File: src/rtl/ysyx_22040127_fetch_if.sv
// IF-stage port bundle: IF->ID handshake, redirect, instruction-memory port and status outputs.
interface ysyx_22040127_fetch_if;
  logic        id_allowin;
  logic        if_to_id_valid;
  logic [63:0] if_to_id_bus;
  logic        id_branch_taken;
  logic [31:0] id_branch_result;
  logic        inst_req;
  logic [31:0] inst_addr;
  logic        inst_gnt;
  logic        inst_rvalid;
  logic [31:0] inst_rdata;
  logic        if_fault;
  logic [63:0] perf_fetch_cnt;
  logic [31:0] perf_flush_cnt;

  modport master (
    input  id_allowin, id_branch_taken, id_branch_result, inst_gnt, inst_rvalid, inst_rdata,
    output if_to_id_valid, if_to_id_bus, inst_req, inst_addr, if_fault, perf_fetch_cnt,
           perf_flush_cnt
  );

  modport slave (
    output id_allowin, id_branch_taken, id_branch_result, inst_gnt, inst_rvalid, inst_rdata,
    input  if_to_id_valid, if_to_id_bus, inst_req, inst_addr, if_fault, perf_fetch_cnt,
           perf_flush_cnt
  );
endinterface

File: src/rtl/ysyx_22040127_fetch.sv
// Instruction-fetch stage: owns the PC, keeps requests in flight, buffers returns for decode.
// Optional performance counters are built only when FETCH_PERF_EN is defined.
module ysyx_22040127_fetch #(
  parameter logic [31:0] RESET_PC   = 32'h8000_0000,
  parameter int unsigned FIFO_DEPTH = 2,
  parameter int unsigned MAX_OUTST  = 2
) (
  input  logic                  clk,
  input  logic                  rst,
  ysyx_22040127_fetch_if.master io_fetch
);
  localparam int unsigned PtrW = $clog2(FIFO_DEPTH);
  localparam int unsigned CntW = $clog2(FIFO_DEPTH + 1);

  localparam logic [1:0] StBoot = 2'd0;
  localparam logic [1:0] StRun  = 2'd1;
  localparam logic [1:0] StHalt = 2'd2;

  logic [1:0]      r_state, w_state_d;
  logic [31:0]     r_pc;
  logic [CntW-1:0] r_outst, w_outst_d;
  logic [CntW-1:0] r_drop, w_drop_d;
  logic [CntW-1:0] r_cnt;
  logic [PtrW-1:0] r_wr, r_rd;
  logic [PtrW-1:0] r_aq_wr, r_aq_rd;
  logic [31:0]     r_fifo_inst [FIFO_DEPTH];
  logic [31:0]     r_fifo_pc   [FIFO_DEPTH];
  logic [31:0]     r_aq        [FIFO_DEPTH];

  logic          w_run, w_redir, w_redir_bad, w_req, w_gnt, w_rv;
  logic          w_drop_rsp, w_push, w_valid, w_pop;
  logic [CntW:0] w_occ;

  assign w_run       = (r_state == StRun);
  assign w_redir     = io_fetch.id_branch_taken && (r_state != StHalt) &&
                       (io_fetch.id_branch_result[1:0] == 2'b00);
  assign w_redir_bad = io_fetch.id_branch_taken && (r_state != StHalt) &&
                       (io_fetch.id_branch_result[1:0] != 2'b00);

  // Buffer space is reserved at issue time, so a response can always be pushed.
  assign w_occ = {1'b0, r_outst} + {1'b0, r_cnt};
  assign w_req = w_run && (r_outst < CntW'(MAX_OUTST)) && (w_occ < (CntW + 1)'(FIFO_DEPTH));

  assign w_gnt      = w_req && io_fetch.inst_gnt;
  assign w_rv       = io_fetch.inst_rvalid && (r_outst != '0);
  assign w_drop_rsp = w_rv && ((r_drop != '0) || w_redir);
  assign w_push     = w_rv && !w_drop_rsp && w_run;
  assign w_valid    = w_run && (r_cnt != '0);
  assign w_pop      = w_valid && io_fetch.id_allowin;

  always_comb begin
    w_outst_d = r_outst + CntW'(w_gnt) - CntW'(w_rv);
    w_drop_d  = r_drop;
    if (w_redir) begin
      // Everything still in flight after this edge belongs to the old path.
      w_drop_d = w_outst_d;
    end else if (w_rv && (r_drop != '0)) begin
      w_drop_d = r_drop - CntW'(1);
    end
  end

  always_comb begin
    w_state_d = r_state;
    case (r_state)
      StBoot:  w_state_d = w_redir_bad ? StHalt : StRun;
      StRun:   w_state_d = w_redir_bad ? StHalt : StRun;
      default: w_state_d = r_state;
    endcase
  end

  always_ff @(posedge clk or posedge rst) begin
    if (rst) begin
      r_state <= StBoot;
      r_pc    <= RESET_PC;
      r_outst <= '0;
      r_drop  <= '0;
      r_cnt   <= '0;
      r_wr    <= '0;
      r_rd    <= '0;
      r_aq_wr <= '0;
      r_aq_rd <= '0;
    end else begin
      r_state <= w_state_d;
      r_outst <= w_outst_d;
      r_drop  <= w_drop_d;
      if (w_redir) begin
        r_pc <= io_fetch.id_branch_result;
      end else if (w_gnt) begin
        r_pc <= r_pc + 32'd4;
      end
      if (w_gnt) r_aq_wr <= r_aq_wr + PtrW'(1);
      if (w_rv)  r_aq_rd <= r_aq_rd + PtrW'(1);
      if (w_redir) begin
        r_wr  <= '0;
        r_rd  <= '0;
        r_cnt <= '0;
      end else begin
        if (w_push) r_wr <= r_wr + PtrW'(1);
        if (w_pop)  r_rd <= r_rd + PtrW'(1);
        r_cnt <= r_cnt + CntW'(w_push) - CntW'(w_pop);
      end
    end
  end

  // Request addresses stay queued until their response returns, dropped or not.
  always_ff @(posedge clk) begin
    if (w_gnt) r_aq[r_aq_wr] <= r_pc;
    if (w_push) begin
      r_fifo_inst[r_wr] <= io_fetch.inst_rdata;
      r_fifo_pc[r_wr]   <= r_aq[r_aq_rd];
    end
  end

  assign io_fetch.if_to_id_valid = w_valid;
  assign io_fetch.if_to_id_bus   = (r_cnt != '0) ? {r_fifo_inst[r_rd], r_fifo_pc[r_rd]} : 64'd0;
  assign io_fetch.inst_req       = w_req;
  assign io_fetch.inst_addr      = r_pc;
  assign io_fetch.if_fault       = (r_state == StHalt);

`ifdef FETCH_PERF_EN
  logic [63:0] r_perf_fetch;
  logic [31:0] r_perf_flush;
  logic [1:0]  w_flush_inc;
  logic [32:0] w_flush_sum;

  assign w_flush_inc = {1'b0, w_redir} + {1'b0, w_drop_rsp};
  assign w_flush_sum = {1'b0, r_perf_flush} + 33'(w_flush_inc);

  always_ff @(posedge clk or posedge rst) begin
    if (rst) begin
      r_perf_fetch <= '0;
      r_perf_flush <= '0;
    end else begin
      if (w_pop && (r_perf_fetch != '1)) r_perf_fetch <= r_perf_fetch + 64'd1;
      r_perf_flush <= w_flush_sum[32] ? '1 : w_flush_sum[31:0];
    end
  end

  assign io_fetch.perf_fetch_cnt = r_perf_fetch;
  assign io_fetch.perf_flush_cnt = r_perf_flush;
`else
  assign io_fetch.perf_fetch_cnt = 64'd0;
  assign io_fetch.perf_flush_cnt = 32'd0;
`endif

endmodule

File: src/flat_wrapper.sv
// flat-port wrapper written by rule: the top's interface ports become plain ports
module ysyx_22040127_fetch_flat 
#(
  parameter logic [31:0] RESET_PC   = 32'h8000_0000,
  parameter int unsigned FIFO_DEPTH = 2,
  parameter int unsigned MAX_OUTST  = 2
)
  (clk, rst, io_fetch_id_allowin, io_fetch_id_branch_taken, io_fetch_id_branch_result, io_fetch_inst_gnt, io_fetch_inst_rvalid, io_fetch_inst_rdata, io_fetch_if_to_id_valid, io_fetch_if_to_id_bus, io_fetch_inst_req, io_fetch_inst_addr, io_fetch_if_fault, io_fetch_perf_fetch_cnt, io_fetch_perf_flush_cnt);
  ysyx_22040127_fetch_if io_fetch_i ();
  input  logic clk;
  input  logic rst;
  input wire logic [$bits(io_fetch_i.id_allowin)-1:0] io_fetch_id_allowin;
  input wire logic [$bits(io_fetch_i.id_branch_taken)-1:0] io_fetch_id_branch_taken;
  input wire logic [$bits(io_fetch_i.id_branch_result)-1:0] io_fetch_id_branch_result;
  input wire logic [$bits(io_fetch_i.inst_gnt)-1:0] io_fetch_inst_gnt;
  input wire logic [$bits(io_fetch_i.inst_rvalid)-1:0] io_fetch_inst_rvalid;
  input wire logic [$bits(io_fetch_i.inst_rdata)-1:0] io_fetch_inst_rdata;
  output wire logic [$bits(io_fetch_i.if_to_id_valid)-1:0] io_fetch_if_to_id_valid;
  output wire logic [$bits(io_fetch_i.if_to_id_bus)-1:0] io_fetch_if_to_id_bus;
  output wire logic [$bits(io_fetch_i.inst_req)-1:0] io_fetch_inst_req;
  output wire logic [$bits(io_fetch_i.inst_addr)-1:0] io_fetch_inst_addr;
  output wire logic [$bits(io_fetch_i.if_fault)-1:0] io_fetch_if_fault;
  output wire logic [$bits(io_fetch_i.perf_fetch_cnt)-1:0] io_fetch_perf_fetch_cnt;
  output wire logic [$bits(io_fetch_i.perf_flush_cnt)-1:0] io_fetch_perf_flush_cnt;
  assign io_fetch_i.id_allowin = io_fetch_id_allowin;
  assign io_fetch_i.id_branch_taken = io_fetch_id_branch_taken;
  assign io_fetch_i.id_branch_result = io_fetch_id_branch_result;
  assign io_fetch_i.inst_gnt = io_fetch_inst_gnt;
  assign io_fetch_i.inst_rvalid = io_fetch_inst_rvalid;
  assign io_fetch_i.inst_rdata = io_fetch_inst_rdata;
  assign io_fetch_if_to_id_valid = io_fetch_i.if_to_id_valid;
  assign io_fetch_if_to_id_bus = io_fetch_i.if_to_id_bus;
  assign io_fetch_inst_req = io_fetch_i.inst_req;
  assign io_fetch_inst_addr = io_fetch_i.inst_addr;
  assign io_fetch_if_fault = io_fetch_i.if_fault;
  assign io_fetch_perf_fetch_cnt = io_fetch_i.perf_fetch_cnt;
  assign io_fetch_perf_flush_cnt = io_fetch_i.perf_flush_cnt;
  ysyx_22040127_fetch #(.RESET_PC(RESET_PC), .FIFO_DEPTH(FIFO_DEPTH), .MAX_OUTST(MAX_OUTST)) u_core (.clk(clk), .rst(rst), .io_fetch(io_fetch_i));
endmodule
File: config.mk
export PLATFORM = sky130hd
export DESIGN_NAME = ysyx_22040127_fetch_flat
export DESIGN_NICKNAME = d
export VERILOG_FILES = /design/src/rtl/ysyx_22040127_fetch_if.sv /design/src/rtl/ysyx_22040127_fetch.sv /design/src/flat_wrapper.sv
export SDC_FILE = /design/constraint.sdc
export NUM_CORES = 1
export LEC_CHECK = 0
export CAP_MARGIN = 10
export CORE_ASPECT_RATIO = 1.4
export CORE_MARGIN = 2
export CORE_UTILIZATION = 49
export CTS_CLUSTER_SIZE = 12
export DETAILED_ROUTE_END_ITERATION = 8
export GPL_TIMING_DRIVEN = 0
export PLACE_DENSITY = 0.8
export SETUP_SLACK_MARGIN = 0.3
export SLEW_MARGIN = 20
export SYNTH_ARGS = -nofsm -noshare
export SYNTH_HDL_FRONTEND = slang
export SYNTH_SLANG_ARGS = --single-unit
File: constraint.sdc
create_clock -name clk -period 5.55 [get_ports clk]
set_input_delay 1.11 -clock clk [delete_from_list [all_inputs] [get_ports clk]]
set_output_delay 1.11 -clock clk [all_outputs]
set_load 0.02 [all_outputs]
==> results.cfg <==
[floorplan]
pin_count = 265
core-area_um2 = 20560
die_y_um = 175.1
dieArea_um2 = 22110
start_util = 0.4987
rows = 62
chipWidth_um = 126.2

[clocking]
insertion_delay_ps = 500
post_cts_buffers = 0
htree_levels = 1
cts_buffers = 24
cts_tree = yes
clock_tree.buffer_depth = 3
clock-root-buffer = clkbuf_16
clkSlewWorstSetupHoldPaths_ps = 60
cts.sinks = 236
cts_resized = 0
cts_hold_buf = 0

[synthesis]
yosys_warnings = 0
post_synth_fa_ha_maj_area_fraction = 0.009276
synth_seq_cells = 236
synth_xor_area_frac = 0.03161
synth_cells = 726
netlist_area_um2 = 10250
synth.lib_cells_used.distinct = 39
yosysSeqAreaShare = 0.6700
synth_compound_area_frac = 0.01782
synth_top_family_by_area = multiplexers
syn_area_per_cell_um2 = 14.12
muxShareOfSynthArea = 0.09862
ys.flop_type = edfxtp_1
synth-simple-area-share = 0.08690
synth_edf_count = 192
async_flop_share = 0.1864

[global_routing]
track_usage = 0.1882
antenna_found_initial = 0
grt_pass1_wl_um = 32970
grt_max_degree = 35
grt-ovfl-total = 0
grt_pass1_vias = 6455

[place]
dpl.hpwl_um = 15480
gp_congestion = 0.8293
numPortBuffers = 168
dp_cells = 1251
place_worst_setup_slack_ps = 1282

[power_and_ir_drop]
ir_drop_mv = 0.2120
power.density_nw_per_um2 = 331.2
p_sw_frac = 0.2612
internal-power_w = 0.003302
power_switching_w = 0.001168
p_leak_nw = 4.968
power_w = 0.004470
comb_power_share = 0.179
clock_power_share = 0.331
pwr-share-seq = 0.490

[min_path]
holdPathStages = 0
holdCritPathClass = reg -> reg

[critical_path]
reg2reg_depth = 7
path_max_fanout = 10
startpoint_type = flop
critPathKind = reg -> out
required_ps = 4440
setup.worst_path.end_class = output pin
arrival_ps = 3050

[timing]
drv_slew = 0
fmax_ghz = 0.2403
fin_skew_ps = 12.92
setup_ws_ps = 1389
relSlewSlack = 0.4302
period_share = 0.7497
finalSetupViolations = 0
worstMarginPinSlew_ps = 847.7
layout_min_cycle_time_ps = 4161
rsz0062_at_grt = no
hold_viol_final = 0

[route]
drc = 0
dr.pass1.iters = 4
initialDrtViolationCount = 304
drt-total-wl_um = 21500
via_count = 6234
wl_per_cell_um = 16.60
antenna_left = 0
avgViaCountPerCell = 4.814

[cells_and_area]
diodes = 0
final_cells = 1295
layout.nets = 1098
finish.utilization = 0.6564
syn2layout_area_growth_pct = 31.64
n_fill_cell = 1517
drive_gt1_frac = 0.1732

[run]
drv_cap = 0

[outcome]
status = completed
-- final timing paths --
path / startpoint / endpoint / slack, ps
setup reg to reg: u_core.r_state[1] / u_core.r_fifo_inst[0][13] / 2340
hold / removal: u_core.io_fetch.inst_addr[0] / u_core.r_aq[0][0] / 510
min in group asynchronous: rst / u_core.io_fetch.inst_addr[9] / 870
hold reg to reg: u_core.io_fetch.inst_addr[0] / u_core.r_aq[0][0] / 510
max in group asynchronous: rst / u_core.io_fetch.inst_addr[31] / 4120
setup / recovery: u_core.r_rd / io_fetch_if_to_id_bus[31] / 1390
-- cells in the final DEF (no fill, tap or decap), types with 6 or more instances in the layout --
| cell type | Yosys | layout |
|---|---|---|
| clkbuf_1 | 20 | 35 |
| mux2i_1 | 65 | 65 |
| nor2_1 | 77 | 77 |
| dfrtp_1 | 43 | 43 |
| mux2_2 | 32 | 32 |
| o21ai_1 | 8 | 8 |
| o21ai_0 | 22 | 22 |
| edfxtp_1 | 192 | 192 |
| conb_1 | 1 | 96 |
| nand3_1 | 15 | 15 |
| clkbuf_16 | 0 | 25 |
| xor2_1 | 25 | 25 |
| inv_1 | 9 | 8 |
| nand2_1 | 44 | 44 |
| nand4_1 | 13 | 13 |
| ha_1 | 6 | 6 |
| xnor2_1 | 12 | 12 |
| and3_1 | 6 | 6 |
| buf_4 | 96 | 96 |
| clkdlybuf4s50_1 | 0 | 168 |
-- worst max-delay path: stages, from the launching register on --
cell	delay, ps
dfrtp_1	340
clkbuf_1	530
clkbuf_1	690
mux2i_1	220
nor2_1	150
clkdlybuf4s50_1	620
-- synth_stat cells (all sizes together), types with 2 or more instances --
library cell / instances / area, µm²
mux2i: 65 / 650.6
ha: 6 / 75.07
nand4: 13 / 81.33
and2: 7 / 43.79
nor2: 77 / 289.0
o211ai: 2 / 15.01
mux2: 32 / 360.4
nor3: 2 / 10.01
dfrtp: 43 / 1076
clkbuf: 20 / 75.07
inv: 9 / 33.78
and3: 6 / 37.54
buf: 104 / 767.0
nand2b: 2 / 12.51
nor4: 4 / 61.31
nand3: 15 / 75.07
or3: 2 / 12.51
xnor2: 12 / 105.1
nor4b: 2 / 38.78
xor2: 25 / 219.0
o21ai: 32 / 167.7
nor2b: 3 / 18.77
nand2: 44 / 165.2
edfxtp: 192 / 5766
-- power groups by stage --
| stage | combinational, W | sequential (W) | clock (W) |
|---|---|---|---|
| CTS | 0.000806 | 0.00219 | 0.00151 |
| floorplan | 0.000441 | 0.00225 | 0 |
| detailed placement | 0.000799 | 0.00222 | 0 |
| finish | 0.000802 | 0.00219 | 0.00148 |
| global placement | 0.000780 | 0.00221 | 0 |
| global route | 0.000862 | 0.00220 | 0.00156 |
-- flip-flops by register name, indices dropped and copies added, names as in the netlist --
| name | flops |
|---|---|
| u_core.r_rd | 1 |
| u_core.r_state | 2 |
| u_core.io_fetch.inst_addr | 32 |
| u_core.r_outst | 2 |
| u_core.r_drop | 2 |
| u_core.r_cnt | 2 |
| u_core.r_aq | 64 |
| u_core.r_wr | 1 |
| u_core.r_fifo_inst | 64 |
| u_core.r_fifo_pc | 64 |
| u_core.r_aq_rd | 1 |
| u_core.r_aq_wr | 1 |
-- final cells by class --
type	count	area (µm²)	area share
clock buffer	42	709.4	0.05257
timing repair buffer	174	1824	0.1352
tap	256	320.3	0.02374
multi-input combinational	452	2883	0.2136
buffer	124	842.1	0.06240
inverter	9	33.78	0.002503
sequential	236	6868	0.5089
clock inverter	2	13.76	0.001020
-- per-layer routing --
metal | share of wire | track usage
met5 | 0 | 0
met2 | 0.56 | 0.3631
met4 | 0.025 | 0.06777
met1 | 0.37 | 0.2080
met3 | 0.047 | 0.02603
-- through the flow --
stage / instance area [µm²] / setup TNS (ps) / hold WS (ps)
2_1_floorplan: 10610 / 0 / 455.5
3_3_place_gp: 12610 / -25170 / 469.2
3_5_place_dp: 12770 / 0 / 498.9
4_1_cts: 13490 / 0 / 515.2
5_1_grt: 13490 / 0 / 526.2
6_report: 13490 / 0 / 514.4
-- kinds of logic after synthesis --
family                     after synthesis
xor gates and xnor gates                37
AOI/OAI and AO/OA                       34
muxes                                   97
and+or+nand+nor                        181
adders and majority gates                7
DFF                                    236
buffers and inverters                  133
other                                    1
Power figures use the tool's default switching activity.
